<file path="config.mk">
export PLATFORM = sky130hd
export DESIGN_NAME = sd_readout_sched
export DESIGN_NICKNAME = d
export VERILOG_FILES = /design/src/rtl/readout_pkg.sv /design/src/rtl/readout_level.sv /design/src/rtl/sd_readout_sched.sv
export SDC_FILE = /design/constraint.sdc
export NUM_CORES = 1
export LEC_CHECK = 0
export ABC_AREA = 1
export CORE_ASPECT_RATIO = 0.7
export CORE_MARGIN = 2
export CORE_UTILIZATION = 58
export CTS_CLUSTER_SIZE = 8
export DETAILED_ROUTE_END_ITERATION = 8
export GPL_TIMING_DRIVEN = 0
export PLACE_DENSITY = 0.81
export SLEW_MARGIN = 20
export SYNTH_ARGS = -nofsm -noshare
export SYNTH_HDL_FRONTEND = slang
export SYNTH_SLANG_ARGS = --single-unit
</file>
<file path="constraint.sdc">
create_clock -name clk -period 2.45 [get_ports clk]
set_clock_uncertainty 0.05 [all_clocks]
set_input_delay 0.49 -clock clk [delete_from_list [all_inputs] [get_ports clk]]
set_output_delay 0.49 -clock clk [all_outputs]
set_load 0.05 [all_outputs]
</file>
<file path="src/rtl/readout_pkg.sv">
// Shared types and defaults for the SD-readout scheduler.
// No logic of its own; latency and backpressure are set by the users of this package.
// Holds the FSM state encoding and the occupancy-counter width helper.
package readout_pkg;

    typedef enum logic [2:0] {
        IDLE  = 3'd0,
        CHECK = 3'd1,
        REQ   = 3'd2,
        DRAIN = 3'd3,
        ERROR = 3'd4
    } readout_state_t;

    localparam int unsigned FIFO_DEPTH_WORDS = 512;
    localparam int unsigned BLOCK_WORDS      = 256;
    localparam int unsigned CHUNK_WORDS      = 128;

    // One extra code point so that a completely full FIFO is representable.
    function automatic int unsigned level_width(input int unsigned depth_words);
        return $clog2(depth_words + 1);
    endfunction

endpackage

</file>
<file path="src/rtl/readout_level.sv">
// FIFO occupancy up/down counter with overflow and underflow flags.
// Level updates one edge after the strobe; the flags are combinational on the strobes.
// No backpressure: an illegal strobe is flagged and the level holds instead of wrapping.
module readout_level
    import readout_pkg::*;
#(
    parameter int unsigned DepthWords = FIFO_DEPTH_WORDS,
    parameter int unsigned LevelW     = level_width(DepthWords)
) (
    input  logic              clk,
    input  logic              rst,
    input  logic              clr,
    input  logic              wr,
    input  logic              rd,
    output logic [LevelW-1:0] level,
    output logic              ovf,
    output logic              udf
);

    localparam logic [LevelW-1:0] Full = LevelW'(DepthWords);

    // A simultaneous write and read cancel out, so they never fault even at the limits.
    assign ovf = wr && !rd && (level == Full);
    assign udf = rd && !wr && (level == '0);

    always_ff @(posedge clk or posedge rst) begin
        if (rst) begin
            level <= '0;
        end else if (clr) begin
            level <= '0;
        end else if (wr && !rd && !ovf) begin
            level <= level + LevelW'(1);
        end else if (rd && !wr && !udf) begin
            level <= level - LevelW'(1);
        end
    end

endmodule

</file>
<file path="src/rtl/sd_readout_sched.sv">
// Schedules SD block reads into the readout FIFO and gates STM chunk reads.
// sd_req asserts two edges after start; spi_d_ready is registered from the occupancy level.
// A block is requested only when a whole block fits, and a chunk opens only when a full chunk is buffered.
module sd_readout_sched
    import readout_pkg::*;
#(
    parameter int unsigned FifoDepthWords = FIFO_DEPTH_WORDS,
    parameter int unsigned BlockWords     = BLOCK_WORDS,
    parameter int unsigned ChunkWords     = CHUNK_WORDS
) (
    input  logic        clk,
    input  logic        rst,
    input  logic        start,
    input  logic [15:0] block_count,
    input  logic        stop,
    output logic        sd_req,
    input  logic        sd_done,
    input  logic        sd_err,
    input  logic        fifo_w,
    input  logic        fifo_r,
    output logic        fifo_flush,
    output logic        spi_d_ready,
    output logic        busy,
    output logic        err
);

    localparam int unsigned LevelW    = level_width(FifoDepthWords);
    localparam int unsigned ChunkCntW = $clog2(ChunkWords + 1);

    localparam logic [LevelW-1:0]    RoomMax   = LevelW'(FifoDepthWords - BlockWords);
    localparam logic [LevelW-1:0]    ChunkLvl  = LevelW'(ChunkWords);
    localparam logic [ChunkCntW-1:0] ChunkLast = ChunkCntW'(ChunkWords - 1);

    readout_state_t       state;
    readout_state_t       state_d;
    logic [LevelW-1:0]    level;
    logic                 ovf;
    logic                 udf;
    logic [15:0]          remaining;
    logic                 cont_mode;
    logic                 stop_pend;
    logic                 rdy_q;
    logic [ChunkCntW-1:0] chunk_cnt;
    logic                 flush_q;
    logic                 flush_d;
    logic                 kill_chunk;
    logic                 start_acc;
    logic                 stop_req;
    logic                 room;
    logic                 lvl_fault;

    readout_level #(
        .DepthWords (FifoDepthWords),
        .LevelW     (LevelW)
    ) u_level (
        .clk   (clk),
        .rst   (rst),
        .clr   (flush_d),
        .wr    (fifo_w),
        .rd    (fifo_r),
        .level (level),
        .ovf   (ovf),
        .udf   (udf)
    );

    assign start_acc = start && ((state == IDLE) || (state == ERROR));
    assign stop_req  = stop || stop_pend;
    assign room      = (level <= RoomMax);
    // A read outside an open chunk means the STM lost sync with spi_d_ready.
    assign lvl_fault = ovf || udf || (fifo_r && !rdy_q);

    always_ff @(posedge clk or posedge rst) begin
        if (rst) begin
            state <= IDLE;
        end else begin
            state <= state_d;
        end
    end

    always_comb begin
        state_d = state;
        case (state)
            IDLE: begin
                if (start) state_d = CHECK;
            end
            CHECK: begin
                if (stop_req)                               state_d = DRAIN;
                else if (!cont_mode && (remaining == '0))   state_d = DRAIN;
                else if (room)                              state_d = REQ;
            end
            REQ: begin
                // An SD block cannot be cut short, so a stop only takes effect at sd_done.
                if (sd_err)       state_d = ERROR;
                else if (sd_done) state_d = stop_req ? DRAIN : CHECK;
            end
            DRAIN: begin
                if (stop_req || ((level == '0) && !rdy_q)) state_d = IDLE;
            end
            ERROR: begin
                if (start) state_d = CHECK;
            end
            default: state_d = IDLE;
        endcase
        if (busy && lvl_fault) state_d = ERROR;
    end

    always_comb begin
        sd_req     = (state == REQ);
        busy       = (state == CHECK) || (state == REQ) || (state == DRAIN);
        err        = (state == ERROR);
        flush_d    = start_acc || ((state == DRAIN) && stop_req && !lvl_fault);
        kill_chunk = flush_d || (busy && stop) || (state_d == ERROR);
    end

    always_ff @(posedge clk or posedge rst) begin
        if (rst) begin
            remaining <= '0;
            cont_mode <= 1'b0;
            stop_pend <= 1'b0;
            flush_q   <= 1'b0;
        end else begin
            flush_q <= flush_d;
            if (start_acc) begin
                remaining <= block_count;
                cont_mode <= (block_count == 16'd0);
                stop_pend <= 1'b0;
            end else begin
                if (state_d == IDLE)    stop_pend <= 1'b0;
                else if (busy && stop)  stop_pend <= 1'b1;
                if ((state == REQ) && sd_done && !sd_err && !cont_mode && (remaining != '0))
                    remaining <= remaining - 16'd1;
            end
        end
    end

    // Opening is gated on rdy_q being low at the sampling edge, which guarantees the
    // STM at least one low cycle between consecutive chunks.
    always_ff @(posedge clk or posedge rst) begin
        if (rst) begin
            rdy_q     <= 1'b0;
            chunk_cnt <= '0;
        end else if (kill_chunk) begin
            rdy_q <= 1'b0;
        end else if (rdy_q) begin
            if (fifo_r) begin
                chunk_cnt <= chunk_cnt + ChunkCntW'(1);
                if (chunk_cnt == ChunkLast) rdy_q <= 1'b0;
            end
        end else if (busy && !stop_pend && (level >= ChunkLvl)) begin
            rdy_q     <= 1'b1;
            chunk_cnt <= '0;
        end
    end

    assign spi_d_ready = rdy_q;
    assign fifo_flush  = flush_q;

endmodule

</file>
==> impl_metrics.tcl <==
set metrics [dict create \
    tightest_slew_ns 0.497 \
    numPortBuffers 28 \
    pre_cts_slack_ns -0.387 \
    power.density_nw_per_um2 1130 \
    critical_path_class "reg -> out" \
    die_y_um 63.3 \
    intPower_mw 2.08 \
    drive_gt1_share_pct 13.4 \
    vias 2897 \
    worstPathMaxFanout 4 \
    end_kind "primary output" \
    post_synth.cell_area_avg_um2 7.28 \
    syn_to_final_growth_pct 21.7 \
    clock-root-buffer "clkbuf_8" \
    setup_tns_ns 0 \
    netlist_instances 401 \
    grt-ovfl-total 0 \
    postSynth.asyncResetShare_pct 100 \
    p_sw_mw 1.93 \
    fin_crit_ns 2.34 \
    grt_pass1_wl_mm 12.3 \
    ys_seq_area_share_pct 35.2 \
    finalNetCount 483 \
    grt_max_degree 31 \
    hold_buffers 0 \
    max_freq_mhz 427 \
    antenna_cells 0 \
    synth_top_area_share_pct 35.2 \
    cts_tree "yes" \
    drtPass1Iterations 5 \
    power_leakage_nw 1.72 \
    dpl_cell_area_um2 3300 \
    drv_slew 0 \
    syn_area_um2 2920 \
    ant_nets 0 \
    yosysTopAreaCell "dfrtp_1" \
    grt_antenna_before_repair 0 \
    cp.required_ns 1.91 \
    row_count 21 \
    drv_cap 0 \
    place.gp.congestion 0.912 \
    setup_slack_ns 0.107 \
    clock_path_buffers 2 \
    wire_per_inst_um 14.3 \
    die-area_um2 5620 \
    yosysWarnings 0 \
    synth_cell_types 40 \
    track_usage_pct 27.6 \
    vias_per_cell 5.60 \
    ios 29 \
    p_comb_share_pct 55.9 \
    wl_mm 7.37 \
    core_area_um2 4810 \
    p_seq_share_pct 29.8 \
    insertion_delay_ns 0.29 \
    start_util_pct 60.7 \
    synth.area.top_cells "dfrtp_1, nand2_1, nand3_1" \
    status "finished, final reports clean" \
    hold_path.class "in -> async" \
    post-route-period-util_pct 95.6 \
    critPathMaxStageDelay_ns 0.80 \
    crit_slowest_cell "clkdlybuf4s50_1" \
    synth-main-ff-cell "dfrtp_1" \
    cp-start-kind "flop" \
    die_w_um 88.8 \
    htree_num_levels 2 \
    clkPwrFrac_pct 14.2 \
    final_area_um2 3550 \
    crit_chain "inv_1, nand3_2, inv_2, clkdlybuf4s50_1" \
    peakVddDrop_v 0.000633 \
    max_slew_margin_pct 66.8 \
    grt_pass1_vias 2746 \
    synth_nets 437 \
    utilization_pct 73.8 \
    hpwl_mm 5.34 \
    path_clk_slew_ns 0.08 \
    hold_viol 0 \
    clkSinkCount 41 \
    swShare_pct 48.2 \
    synth-seq-cells 41 \
    hold_ws_ns 0.409 \
    cts_buffers 5 \
    drtIter0Drc 177 \
    rsz0062_at_grt "yes" \
    critPathArrivalTime_ns 1.80 \
    setup-violations-final 0 \
    drc 0 \
    synth_edf_count 0 \
]
[registers in the layout, indices dropped and copies added, names as in the netlist]
name,cells
chunk_cnt,8
cont_mode,1
fifo_flush,1
remaining,16
spi_d_ready,1
state,3
stop_pend,1
u_level.level,10
[per-stage QoR]
stage | power, mW | cells
floorplan | 2.75 | 401
global placement | 3.21 | 498
detailed placement | 3.27 | 499
CTS | 3.88 | 511
global route | 4.34 | 517
finish | 4.01 | 517
[synth_stat cells (4+ instances only)]
cell type	n
a21oi_1	15
dfrtp_1	41
ha_1	11
inv_1	42
inv_2	5
nand2_1	100
nand2_2	7
nand3_1	35
nor2_1	43
nor2_2	4
nor3_1	12
nor4_1	4
o211ai_1	6
o21ai_0	18
xor2_1	17
[worst max-delay path, delay by kind of cell (launching register included)]
| family | cells | cell delay, ns |
|---|---|---|
| DFF | 1 | 0.41 |
| and+or+nand+nor | 1 | 0.10 |
| buffers and inverters | 3 | 1.01 |
[power by group through the flow]
| stage | logic, mW | clock network [mW] | registers [mW] |
|---|---|---|---|
| after detailed placement | 2.08 | 0 | 1.19 |
| after global routing | 2.51 | 0.605 | 1.23 |
| after global placement | 2.03 | 0 | 1.18 |
| final | 2.25 | 0.572 | 1.20 |
| after CTS | 2.12 | 0.579 | 1.18 |
| after floorplan | 1.58 | 0 | 1.17 |
[cell usage in the layout, fill, tap and decap left out, drive strengths merged, types with 6 or more instances in the layout]
master           n
o211ai           6
o21ai           22
nor2            50
nand3           39
buf             11
inv             47
nor3            13
clkbuf           9
dfrtp           41
ha              11
clkdlybuf4s50   25
a21oi           15
xor2            17
nand2          110
[routing by layer]
metal  part of all wire, %  up-vias  GRT usage (%)
met1                    47     1340           40.5
met3                   8.4       13           5.77
met4                   1.1        0           6.63
li1                      -     1416              -
met2                    43      128           41.5
met5                     0        -              0
[cell families after synthesis]
logic type      count (synthesis)  share of synthesized area [%]
fa+ha+maj                      12                           5.40
xor+xnor                       18                           5.40
simple gates                  223                           35.9
compound gates                 57                           11.6
flops                          41                           35.2
buf+inv                        50                           6.48
[repair_timing]
action | CTS | global route
pin swaps | 1 | 6
gates resized for setup | 3 | 17
setup buffers | 4 | 5
gates cloned | 0 | 1
endpoints found under the setup margin | 4 | 6
[path summary, 6_finish.rpt]
path	start	to	slack, ns	cells past startpoint
worst max-delay path	state[2]$_DFF_PP0_	sd_req	0.11	4
worst min-delay path	rst	remaining[9]$_DFFE_PP0P_	0.41	2
worst max register to register	u_level.level[6]$_DFFE_PP0P_	u_level.level[6]$_DFFE_PP0P_	0.12	13
worst min register to register	chunk_cnt[3]$_DFFE_PP0P_	chunk_cnt[3]$_DFFE_PP0P_	0.43	2
max in group asynchronous	rst	u_level.level[6]$_DFFE_PP0P_	1.48	3
min in group clk	chunk_cnt[3]$_DFFE_PP0P_	chunk_cnt[3]$_DFFE_PP0P_	0.43	2
[area by class of cell]
| type | count | area, um2 |
|---|---|---|
| plain buffers | 3 | 12.5 |
| clock buffers | 7 | 86.3 |
| clock inverters | 1 | 30.0 |
| fillers | 386 | 1260 |
| inverters | 47 | 176 |
| multi-input cells | 311 | 1760 |
| flip-flops and latches | 41 | 1030 |
| well taps | 69 | 86.3 |
| repair buffers | 38 | 375 |
Power figures use the tool's default switching activity.
==> variant 1 (same flow settings) <==
Re-encode `readout_state_t` (5 states) as Gray code, 3 bits wide.
--- a/src/rtl/readout_pkg.sv
+++ b/src/rtl/readout_pkg.sv
@@ -4,11 +4,11 @@
 package readout_pkg;
 
     typedef enum logic [2:0] {
-        IDLE  = 3'd0,
-        CHECK = 3'd1,
-        REQ   = 3'd2,
-        DRAIN = 3'd3,
-        ERROR = 3'd4
+        IDLE  = 3'b000,
+        CHECK = 3'b001,
+        REQ   = 3'b011,
+        DRAIN = 3'b010,
+        ERROR = 3'b110
     } readout_state_t;
 
     localparam int unsigned FIFO_DEPTH_WORDS = 512;
Check against the original RTL: same outputs for any inputs over 10 cycles, from zero or initial values and one cycle with rst high; not proved beyond that.
==> variant 1 against the unedited design <==
Final cell count grew 4.4%; setup slack gained 0.0047 ns; final area grew 5.7%; wire length grew 8.7%; power grew 11%; synthesized area grew 2.8%; fmax grew 0.20%; core utilization grew 3.0 points; non-clock buffer count grew 6; count of clock-buffer cells in the layout shrank 2; sequential cell count is the same; critical path type is now reg -> reg.
==> variant 1: results <==
export IMPL_grt_pass1_wl_um=12570
export IMPL_yosys_top_cells_count="nand2_1, nor2_1, inv_1, dfrtp_1, nand3_1"
export IMPL_wl_per_cell_um=14.84
export IMPL_synth_cell_type_count=39
export IMPL_finalNetCount=506
export IMPL_cts_reportedPaths_clkPinSlew_ns=0.09
export IMPL_reg_top3="remaining x16, u_level.level x10, chunk_cnt x8"
export IMPL_ir_drop_mv=0.7942
export IMPL_port_buffers=28
export IMPL_gp_congestion=0.9281
export IMPL_placed_cells=517
export IMPL_synth_seq_area_share_pct=34.21
export IMPL_drive_gt1_share_pct=16.77
export IMPL_post_cts_setup_buffer_count=0
export IMPL_slowest_delay_ns=0.45
export IMPL_worst_path_dominant_cell_family="simple AND/OR/NAND/NOR gates"
export IMPL_hpwl_um=5670
export IMPL_grt_pass1_vias=2671
export IMPL_crit_fanout=6
export IMPL_drtIter0Drc=308
export IMPL_n_fill_cell=365
export IMPL_clockBufferDepth=2
export IMPL_grt_max_degree=34
export IMPL_synthTopCellsByArea="dfrtp_1, nand2_1, nor2_1"
export IMPL_cpMaxStageDelayCell="dfrtp_1"
export IMPL_track_usage_pct=27.46
export IMPL_worstMarginPinSlew_ns=0.5093
export IMPL_avgSynthCellArea_um2=7.158
export IMPL_cts_resized=8
export IMPL_status="finished clean"
export IMPL_p_leak_uw=0.001831
export IMPL_instances_no_fill=540
export IMPL_clk_latency_ns=0.31
export IMPL_cp_arrival_ns=2.49
export IMPL_num_vias=2993
export IMPL_netSwitchingPower_uw=2191
export IMPL_syn_nets=455
variant 1: cell count changes after synthesis, sizes merged, moves of 4 or more:
cell,change
xor2,-6
nand3,+4
nor3,-6
nor2,+8
inv,+6
a21oi,+9
variant 1: cells by family (layout without fill, tap and decap cells):
family                   count (synthesis)  after routing  share of synthesized area (%)
AND/OR/NAND/NOR                        233            234                          36.59
AO/OA/AOI/OAI                           61             61                          11.97
buffers and inverters                   57            108                          7.593
flip-flops                              41             41                          34.21
XOR/XNOR                                15             15                          4.380
adder cells (fa/ha/maj)                 12             12                          5.257
variant 1: path summary, 6_finish.rpt:
check                                  from          endpoint  slack [ns]  cells after the start
max                        u_level.level[5]  u_level.level[8]        0.11                     14
min                                     rst     remaining[14]        0.37                      2
max in group asynchronous               rst  u_level.level[3]        1.53                      3
min reg2reg                    chunk_cnt[3]      chunk_cnt[3]        0.46                      2
max reg2reg                u_level.level[5]  u_level.level[8]        0.11                     14
min in group clk               chunk_cnt[3]      chunk_cnt[3]        0.46                      2
variant 1: final cells by class:
| cell class | instances | area [um^2] | share of cell area [%] |
|---|---|---|---|
| multi-input combinational | 322 | 1881 | 50.10 |
| tap | 69 | 86.33 | 2.300 |
| clock buffer | 5 | 68.82 | 1.833 |
| clock inverter | 3 | 46.29 | 1.233 |
| timing repair buffer | 43 | 414.1 | 11.03 |
| buffer | 4 | 28.78 | 0.7667 |
| inverter | 53 | 198.9 | 5.300 |
| sequential | 41 | 1030 | 27.43 |
variant 1: per-layer routing:
metal,track usage (%),wire length [um],share of wire [%],up-vias
li1,-,-,-,1479
met1,40.92,3770,47,1375
met2,37.88,3412,43,127
met3,10.14,731,9.1,12
met4,5.769,97,1.2,0
met5,0,0,0,-
variant 1: power by group through the flow:
stage / logic (uW) / registers [uW] / clock network (uW)
2_1_floorplan: 1760 / 1180 / 0
3_3_place_gp: 2230 / 1200 / 0
3_5_place_dp: 2290 / 1200 / 0
4_1_cts: 2320 / 1200 / 581
5_1_grt: 2950 / 1270 / 606
6_report: 2670 / 1230 / 566
variant 1: worst reg2reg max path, stage by stage, from the launching register on:
cell,delay (ns)
dfrtp_1,0.45
nor2_2,0.15
nand2_2,0.09
nor2_8,0.12
nand2_4,0.09
nand2_8,0.14
inv_2,0.06
fa_2,0.41
o21ai_2,0.15
nand2_1,0.06
nand2_1,0.09
xor2_1,0.18
nor2_1,0.07
nand2_1,0.07
nand2_1,0.05
variant 1: through the flow:
step	setup slack [ns]	instance area (um^2)	TNS [ns]	power, uW	hold WS (ns)
after floorplan	0.1111	2999	0	2935	0.4138
after global placement	-0.5014	3366	-2.319	3425	0.4342
after detailed placement	-0.5210	3386	-2.754	3494	0.4369
after CTS	-0.03189	3516	-0.03189	4100	0.3707
after global routing	-0.04083	3754	-0.06440	4825	0.4071
final	0.1121	3754	0	4466	0.3677
==> variant 2 (config.mk and constraints unchanged) <==
Without the edit above. `FIFO_DEPTH_WORDS`: 512 -> 1024.
--- a/src/rtl/readout_pkg.sv
+++ b/src/rtl/readout_pkg.sv
@@ -11,7 +11,7 @@
         ERROR = 3'd4
     } readout_state_t;
 
-    localparam int unsigned FIFO_DEPTH_WORDS = 512;
+    localparam int unsigned FIFO_DEPTH_WORDS = 1024;
     localparam int unsigned BLOCK_WORDS      = 256;
     localparam int unsigned CHUNK_WORDS      = 128;
 
Check against the original RTL: no difference found for any inputs over 10 cycles, from zero or initial values and one cycle with rst high; that may be too few to reach the edited logic, so the function may still have changed.
==> variant 2 against the unedited design <==
Final area up 1.9%; clock power down 18%; synthesized area is 3.5% higher; wire length increased by 6.5%; critical path type is now in -> reg; highest routed layer unchanged; setup slack worse by 0.054 ns; power grew 0.71%; critical path depth is 6 higher; core utilization grew 0.22 points; first-iteration DRC count increased by 34%; sequential cell count increased by 1.
==> variant 2: results <==
export IMPL_holdWs_ns=0.3862
export IMPL_synth_mux_area_share_pct=0
export IMPL_placed_cells=526
export IMPL_dr_wl_met3_um=735
export IMPL_synth_xor_area_share_pct=4.640
export IMPL_grtUsageMet2_pct=45.21
export IMPL_r2r_start="u_level.level[2]"
export IMPL_grt_max_degree=32
export IMPL_num_vias=3062
export IMPL_ff2ff_path_depth=11
export IMPL_met1Wirelength_um=3585
export IMPL_cts_hold_buffers=0
export IMPL_yosys_top_cells_count="nand2_1, nor2_1, inv_1, dfrtp_1, nand3_1"
export IMPL_synth_seq_area_share_pct=34.80
export IMPL_finalNetCount=508
export IMPL_top_layer="met4"
export IMPL_synth_adder_area_share_pct=5.634
export IMPL_drtIter0Drc=237
export IMPL_crit_fanout=5
export IMPL_slowest_delay_ns=0.50
export IMPL_track_usage_pct=29.28
export IMPL_ir_drop_mv=0.6973
export IMPL_global_route_usage_met3_pct=7.193
export IMPL_dpl_instance_area_um2=3407
export IMPL_drive_gt1_share_pct=12.29
export IMPL_instances_no_fill=541
export IMPL_synth_flop_cell="dfrtp_1"
export IMPL_hpwl_um=5714
export IMPL_r2r_setup_slack_ns=0.12
export IMPL_synthTopCellsByArea="dfrtp_1, nand2_1, nand3_1"
export IMPL_gp_congestion=0.9043
export IMPL_dr_pass1_iters=5
export IMPL_reg_top3="remaining x16, u_level.level x11, chunk_cnt x8"
export IMPL_timing_slew_headroom_pct=66.42
export IMPL_clk_latency_ns=0.31
export IMPL_status="finished clean"
export IMPL_grt_pass1_wl_um=13590
export IMPL_syn_inst=428
export IMPL_grt_met1_usage_pct=41.16
export IMPL_post_cts_setup_buffer_count=0
export IMPL_wl_per_cell_um=14.52
export IMPL_n_antenna_cell=0
export IMPL_wl_met2_um=3385
export IMPL_clockBufferDepth=2
export IMPL_syn_nets=465
export IMPL_synth_compound_area_share_pct=11.02
export IMPL_cpMaxStageDelayCell="clkdlybuf4s50_1"
export IMPL_grt_pass1_vias=2937
export IMPL_synth_cell_type_count=37
export IMPL_dp_slack_ns=-0.6761
export IMPL_cts_resized=8
export IMPL_p_leak_uw=0.001746
export IMPL_cp_arrival_ns=2.54
-- variant 2: changes by cell type after synthesis, moves of 2 or more --
cell	unedited run	this run
nand2_1	100	118
inv_1	42	47
o21ai_2	1	3
nand2_2	7	3
o221ai_1	3	0
xor2_1	17	14
o21a_1	0	3
nor2_1	43	51
o21ai_1	3	1
o22ai_1	2	0
buf_6	0	2
nand3_1	35	40
nand4_1	3	7
nand3b_1	3	1
-- variant 2: area by class of cell --
cell class	count	area, um^2
fill	386	1269
inverter	51	191.4
buffer	5	37.54
timing repair buffer	35	349.1
clock buffer	5	68.82
clock inverter	3	21.27
multi-input combinational	331	1812
tap	69	86.33
sequential	42	1052
-- variant 2: power by group --
group | switching [uW] | internal (uW)
logic | 1490 | 865
clock network | 269 | 201
registers | 277 | 945
total | 2030 | 2010
-- variant 2: stage by stage --
stage	util, %	TNS [ns]
2_1_floorplan	-	0
3_3_place_gp	69.30	-3.694
3_5_place_dp	69.71	-3.944
4_1_cts	72.15	0
5_1_grt	74.04	-0.1746
6_report	74.04	0
-- variant 2: worst max-delay path: cells and delay by family --
| kind | cells | cell delay, ns |
|---|---|---|
| simple gates | 2 | 0.27 |
| xor+xnor | 1 | 0.17 |
| buf+inv | 2 | 0.58 |
| fa+ha+maj | 1 | 0.36 |
| compound gates | 4 | 0.66 |
-- variant 2: worst max-delay path by stage --
stage | startpoint | to | slack [ns]
after floorplan | u_level.level[0] | u_level.level[8] | 0.05
after global placement | fifo_r | u_level.level[8] | -0.63
after detailed placement | fifo_r | u_level.level[8] | -0.68
after CTS | u_level.level[2] | u_level.level[8] | 0.005
after global routing | fifo_w | u_level.level[10] | -0.05
final | fifo_w | u_level.level[6] | 0.05
